**config.mk**
```make
export PLATFORM = sky130hd
export DESIGN_NAME = ad9912_writer
export DESIGN_NICKNAME = d
export VERILOG_FILES = /design/src/rtl/ad9912_writer.sv
export SDC_FILE = /design/constraint.sdc
export NUM_CORES = 1
export LEC_CHECK = 0
export ABC_AREA = 1
export CAP_MARGIN = 40
export CORE_MARGIN = 8
export CORE_UTILIZATION = 56
export CTS_CLUSTER_SIZE = 14
export DETAILED_ROUTE_END_ITERATION = 16
export PLACE_DENSITY_LB_ADDON = 0.15
export SYNTH_ARGS = -nofsm -noshare
export SYNTH_HDL_FRONTEND = slang
export SYNTH_SLANG_ARGS = --single-unit
```
**constraint.sdc**
```tcl
create_clock -name clk_in -period 2.1 [get_ports clk_in]
set_input_delay 0.315 -clock clk_in [delete_from_list [all_inputs] [get_ports clk_in]]
set_output_delay 0.315 -clock clk_in [all_outputs]
set_load 0.05 [all_outputs]
```
**src/rtl/ad9912_writer.sv**
```systemverilog
// AD9912 SPI writer: shadows frequency/phase/amplitude updates, streams them as
// SPI writes, pulses io_update after a flush, and sequences the DDS power-up reset.
module ad9912_writer #(
  parameter int unsigned W_FREQ     = 48,
  parameter int unsigned W_PHASE    = 14,
  parameter int unsigned W_AMP      = 10,
  parameter int unsigned SCLK_DIV   = 4,
  parameter int unsigned RST_CYCLES = 64,
  parameter int unsigned INIT_WAIT  = 256,
  parameter int unsigned CSB_GAP    = 2,
  parameter int unsigned IOU_CYCLES = 4
) (
  input  logic               clk_in,
  input  logic               reset_in,
  input  logic [W_FREQ-1:0]  freq_in,
  input  logic [W_PHASE-1:0] phase_in,
  input  logic [W_AMP-1:0]   amp_in,
  input  logic               freq_dv_in,
  input  logic               phase_dv_in,
  input  logic               amp_dv_in,
  output logic               sclk_out,
  output logic               reset_out,
  output logic               csb_out,
  output logic               sdio_out,
  output logic               io_update_out,
  output logic               busy_out
);

  localparam int unsigned GAP_CYCLES = CSB_GAP * SCLK_DIV;
  localparam int unsigned M1 = (RST_CYCLES > INIT_WAIT) ? RST_CYCLES : INIT_WAIT;
  localparam int unsigned M2 = (GAP_CYCLES > IOU_CYCLES) ? GAP_CYCLES : IOU_CYCLES;
  localparam int unsigned M3 = (M1 > M2) ? M1 : M2;
  localparam int unsigned CNT_MAX = (M3 > SCLK_DIV) ? M3 : SCLK_DIV;
  localparam int unsigned CW = $clog2(CNT_MAX + 1);

  localparam logic [CW-1:0] RST_LAST  = CW'(RST_CYCLES - 1);
  localparam logic [CW-1:0] INIT_LAST = CW'(INIT_WAIT - 1);
  localparam logic [CW-1:0] DIV_LAST  = CW'(SCLK_DIV - 1);
  localparam logic [CW-1:0] GAP_LAST  = CW'(GAP_CYCLES - 1);
  localparam logic [CW-1:0] IOU_LAST  = CW'(IOU_CYCLES - 1);

  localparam logic [15:0] INSTR_FREQ  = {1'b0, 2'b11, 13'h01AB};
  localparam logic [15:0] INSTR_PHASE = {1'b0, 2'b11, 13'h01AD};
  localparam logic [15:0] INSTR_AMP   = {1'b0, 2'b11, 13'h040C};

  localparam logic [3:0] ST_RST_HOLD = 4'd0;
  localparam logic [3:0] ST_INIT     = 4'd1;
  localparam logic [3:0] ST_IDLE     = 4'd2;
  localparam logic [3:0] ST_LOAD     = 4'd3;
  localparam logic [3:0] ST_CS_SETUP = 4'd4;
  localparam logic [3:0] ST_SHIFT    = 4'd5;
  localparam logic [3:0] ST_CS_END   = 4'd6;
  localparam logic [3:0] ST_GAP      = 4'd7;
  localparam logic [3:0] ST_IOU      = 4'd8;

  logic [3:0]         state;
  logic [CW-1:0]      cnt;
  logic [W_FREQ-1:0]  freq_sh;
  logic [W_PHASE-1:0] phase_sh;
  logic [W_AMP-1:0]   amp_sh;
  logic               pend_f;
  logic               pend_p;
  logic               pend_a;
  logic               flushed;
  logic [63:0]        sreg;
  logic [6:0]         bits_left;

  logic        sel_f;
  logic        sel_p;
  logic        sel_a;
  logic        in_load;
  logic [47:0] freq_ext;
  logic [15:0] phase_ext;
  logic [15:0] amp_ext;
  logic [63:0] load_word;

  assign busy_out = (state != ST_IDLE);
  assign in_load  = (state == ST_LOAD);

  // Priority select; 32-bit frames are left-justified so sdio always comes from bit 63.
  always_comb begin
    sel_f = pend_f;
    sel_p = ~pend_f & pend_p;
    sel_a = ~pend_f & ~pend_p & pend_a;
    freq_ext = '0;
    freq_ext[W_FREQ-1:0] = freq_sh;
    phase_ext = '0;
    phase_ext[W_PHASE-1:0] = phase_sh;
    amp_ext = '0;
    amp_ext[W_AMP-1:0] = amp_sh;
    if (sel_f)
      load_word = {INSTR_FREQ, freq_ext};
    else if (sel_p)
      load_word = {INSTR_PHASE, phase_ext, 32'h0};
    else
      load_word = {INSTR_AMP, amp_ext, 32'h0};
  end

  // A strobe in the LOAD cycle re-arms the flag the LOAD is clearing.
  always_ff @(posedge clk_in or negedge reset_in) begin
    if (!reset_in) begin
      freq_sh  <= '0;
      phase_sh <= '0;
      amp_sh   <= '0;
      pend_f   <= 1'b0;
      pend_p   <= 1'b0;
      pend_a   <= 1'b0;
    end else begin
      if (freq_dv_in)  freq_sh  <= freq_in;
      if (phase_dv_in) phase_sh <= phase_in;
      if (amp_dv_in)   amp_sh   <= amp_in;
      pend_f <= freq_dv_in  | (pend_f & ~(in_load & sel_f));
      pend_p <= phase_dv_in | (pend_p & ~(in_load & sel_p));
      pend_a <= amp_dv_in   | (pend_a & ~(in_load & sel_a));
    end
  end

  always_ff @(posedge clk_in or negedge reset_in) begin
    if (!reset_in) begin
      state         <= ST_RST_HOLD;
      cnt           <= '0;
      reset_out     <= 1'b1;
      csb_out       <= 1'b1;
      sclk_out      <= 1'b0;
      sdio_out      <= 1'b0;
      io_update_out <= 1'b0;
      flushed       <= 1'b0;
      sreg          <= '0;
      bits_left     <= '0;
    end else begin
      case (state)
        ST_RST_HOLD: begin
          if (cnt == RST_LAST) begin
            cnt       <= '0;
            reset_out <= 1'b0;
            state     <= ST_INIT;
          end else begin
            cnt <= cnt + 1'b1;
          end
        end
        ST_INIT: begin
          if (cnt == INIT_LAST) begin
            cnt   <= '0;
            state <= ST_IDLE;
          end else begin
            cnt <= cnt + 1'b1;
          end
        end
        ST_IDLE: begin
          if (pend_f | pend_p | pend_a) begin
            state <= ST_LOAD;
          end else if (flushed) begin
            io_update_out <= 1'b1;
            cnt           <= '0;
            state         <= ST_IOU;
          end
        end
        ST_LOAD: begin
          sreg      <= load_word;
          bits_left <= sel_f ? 7'd64 : 7'd32;
          sdio_out  <= load_word[63];
          csb_out   <= 1'b0;
          flushed   <= 1'b1;
          cnt       <= '0;
          state     <= ST_CS_SETUP;
        end
        ST_CS_SETUP: begin
          if (cnt == DIV_LAST) begin
            cnt      <= '0;
            sclk_out <= 1'b1;
            state    <= ST_SHIFT;
          end else begin
            cnt <= cnt + 1'b1;
          end
        end
        ST_SHIFT: begin
          // Data moves only with the falling edge; the frame ends after the last low half.
          if (cnt == DIV_LAST) begin
            cnt <= '0;
            if (sclk_out) begin
              sclk_out  <= 1'b0;
              sreg      <= {sreg[62:0], 1'b0};
              sdio_out  <= sreg[62];
              bits_left <= bits_left - 1'b1;
            end else if (bits_left == 7'd0) begin
              csb_out  <= 1'b1;
              sdio_out <= 1'b0;
              state    <= ST_CS_END;
            end else begin
              sclk_out <= 1'b1;
            end
          end else begin
            cnt <= cnt + 1'b1;
          end
        end
        ST_CS_END: begin
          cnt   <= '0;
          state <= ST_GAP;
        end
        ST_GAP: begin
          if (cnt == GAP_LAST) begin
            cnt   <= '0;
            state <= ST_IDLE;
          end else begin
            cnt <= cnt + 1'b1;
          end
        end
        ST_IOU: begin
          if (cnt == IOU_LAST) begin
            cnt           <= '0;
            io_update_out <= 1'b0;
            flushed       <= 1'b0;
            state         <= ST_IDLE;
          end else begin
            cnt <= cnt + 1'b1;
          end
        end
        default: begin
          cnt   <= '0;
          state <= ST_IDLE;
        end
      endcase
    end
  end

endmodule

```
==> qor.yml <==
routing:
  routed_wl_um: 16600
  vias: 6060
  dr.pass1.iters: 5
  viasPerCell: 5.49
  drc: 0
  ant_nets: 0
  wl_per_cell_um: 15.0
  initialDrtViolationCount: 640
sta:
  fin_skew_ps: 9.71
  finalWorstPathRequiredPeriod_ps: 2030
  hold_violations: 0
  slew_headroom_pct: 50.9
  worstMarginPinSlew_ps: 736
  setup_slack_ps: 65.8
  max_freq_mhz: 492
  slew_violations: 0
  timing.final.crit_share_pct: 96.9
  setup_viol_count_final: 0
logic_synthesis:
  synth-edff-count: 0
  synth_seq_area_share_pct: 55.0
  synth_xor_area_share_pct: 0.704
  synthMuxAreaShare_pct: 6.17
  synth-simple-area-share_pct: 22.1
  ys_dominant_reg_cell: "dfrtp_1"
  synth_compound_area_share_pct: 8.85
  synthesis.nets: 917
  synth_area_um2: 7460
  syn_avg_cell_area_um2: 8.94
  synth_top_family_by_area: "simple AND/OR/NAND/NOR gates"
  synthArstFlopShare_pct: 100
  syn_inst: 835
  ys_ff_latch: 164
  yosys.area_share.adder_pct: 0.838
  ys_warn_count: 0
  synth_cell_types: 35
global_route:
  grt_remaining_overflow: 0
  grt_max_degree: 60
  antenna_found_initial: 0
  track_usage_pct: 20.0
  grt_pass1_vias: 5979
  grt_pass1_wl_um: 28900
clock_tree:
  insertion_delay_ps: 420
  cts_max_path_buffers: 2
  root_buffer: "clkbuf_16"
  htreeDepth: 4
  cts.sinks: 164
  cts_tree: "done"
  cts_buffers: 17
  clk_pin_slew_ps: 60
die:
  ios: 83
  initial_core_util_pct: 56.8
  coreArea_um2: 13100
  die_w_um: 131
  rows: 42
  die_area_um2: 17300
  die_y_um: 131
layout:
  n_antenna_cell: 0
  mostFrequentLayoutCells: "201 x nand2_1, 162 x dfrtp_1, 120 x nand3_1, 84 x o21ai_0, 77 x clkdlybuf4s50_1"
  multiInputGateArea_um2: 2910
  nFillCells: 1012
  nets: 997
  fin_cells: 1104
  seq_area_um2: 4110
  area_growth_pct: 23.4
  final_common_cell: "nand2_1"
  layout-drive-gt1-share_pct: 12.7
critical_path:
  r2r_end: "cnt[3]$_DFFE_PN0P_"
  cp_max_fo: 4
  worstPathArrival_ps: 2330
  reg2regPathDepth: 11
  rrSetupSlack_ps: 70
  critical-path-max-stage-delay_ps: 370
  crit_slowest_cell: "dfrtp_1"
  crit_type: "flop to flop"
  rr_startpoint: "cnt[1]$_DFFE_PN0P_"
  crit_chain: "ha_2, nand3_1, nor2_2, nand2_1, nor2_1, ha_1, inv_1, nand2_1, nand2_2, nor3_2, nor2_1"
  worstPathRequired_ps: 2390
  end_kind: "flop"
  cp-start-kind: "flop"
power_and_ir_drop:
  vdd_ir_drop_max_mv: 0.558
  power.total_mw: 7.27
  p_leak_nw: 4.39
  p_per_area_nw_per_um2: 789
place:
  pre_cts_slack_ps: -35.8
  dp_cells: 1068
  numPortBuffers: 82
  dpl.hpwl_um: 11100
  gp_congestion: 0.955
worst_hold_path:
  hold_class: "input port to async pin"
outcome:
  outcome: "complete, no violations"
job:
  drv_cap: 0
-- cells by family (layout without fill, tap and decap cells) --
kind of cell	count (synthesis)	in the layout
simple gates	385	385
compound gates	123	123
xor+xnor	6	6
buf+inv	111	204
mux	41	41
fa+ha+maj	5	5
flops	164	164
-- per-stage QoR --
step	util [%]	TNS, ps	cell area, um2	hold slack [ps]
floorplan	-	0	7460	19.4
global placement	64.5	0	8480	317
detailed placement	64.5	-84.0	8480	323
CTS	69.7	0	9160	398
global route	70.1	-158	9210	427
finish	70.1	0	9210	418
-- worst max-delay path by stage --
stage | startpoint | end | depth (start not counted)
after detailed placement | cnt[0]$_DFFE_PN0P_ | cnt[3]$_DFFE_PN0P_ | 11
after global placement | cnt[0]$_DFFE_PN0P_ | cnt[3]$_DFFE_PN0P_ | 11
after floorplan | state[3]$_DFFE_PN0P_ | cnt[3]$_DFFE_PN0P_ | 6
after global routing | cnt[0]$_DFFE_PN0P_ | state[2]$_DFFE_PN0P_ | 13
final | cnt[1]$_DFFE_PN0P_ | cnt[3]$_DFFE_PN0P_ | 11
after CTS | cnt[0]$_DFFE_PN0P_ | state[0]$_DFFE_PN0P_ | 13
-- cells in the mapped netlist (2+ instances only) --
cell / n / share of area [%]
ha_1: 5 / 0.84
mux2_2: 40 / 6.0
a21oi_1: 4 / 0.27
nand2_2: 5 / 0.42
buf_6: 3 / 0.45
dfrtp_1: 162 / 54
buf_4: 2 / 0.20
o31ai_1: 5 / 0.50
dfstp_2: 2 / 0.70
inv_2: 3 / 0.15
nor2_2: 2 / 0.17
nand4_1: 3 / 0.25
or2_2: 5 / 0.42
clkbuf_1: 19 / 0.96
o21bai_1: 3 / 0.30
nor3_1: 2 / 0.13
o22ai_1: 11 / 0.92
nand3_1: 120 / 8.0
nor2_1: 43 / 2.2
o211ai_1: 2 / 0.20
o21ai_1: 12 / 0.80
xor2_1: 5 / 0.59
o21ai_0: 84 / 5.6
nand2_1: 203 / 10
inv_1: 65 / 3.3
buf_2: 16 / 1.1
-- critical path, delay by kind of cell (launching register included) --
kind                     cells  cell delay, ps
buffers and inverters        1              60
flip-flops                   1             370
AND/OR/NAND/NOR              8            1100
adder cells (fa/ha/maj)      2             390
-- where the power goes --
group	internal, mW	switching [mW]
Sequential	3.29	0.0585
Combinational	0.247	0.197
Clock	2.29	1.18
-- timing repair --
item	CTS	global route
endpoints found under the hold margin	51	0
gates resized for setup	3	9
pin swaps	0	1
setup buffers	0	3
endpoints found under the setup margin	8	51
hold buffers	1	0
-- routing by layer --
metal / vias to the layer above / track usage, % / routed length [um]
li1: 2911 / - / -
met1: 2915 / 26.2 / 7210
met2: 204 / 32.3 / 8230
met3: 30 / 4.61 / 863
met4: 0 / 6.51 / 259
met5: - / 0 / 0
-- flip-flops by register name, indices dropped and copies added (netlist names) --
name           flops
pend_p             1
phase_sh          14
cnt                9
sclk_out           1
io_update_out      1
amp_sh            10
freq_ext          48
csb_out            1
bits_left          7
sdio_out           1
pend_a             1
reset_out          1
sreg              63
flushed            1
state              4
pend_f             1
-- area by class of cell --
cell class,instances,area share (%)
Sequential cell,164,44.6
Clock inverter,9,2.16
Timing Repair Buffer,103,11.3
Tap cell,176,2.39
Clock buffer,23,5.08
Multi-Input combinational cell,560,31.6
Inverter,69,2.87
Power figures use the tool's default switching activity.
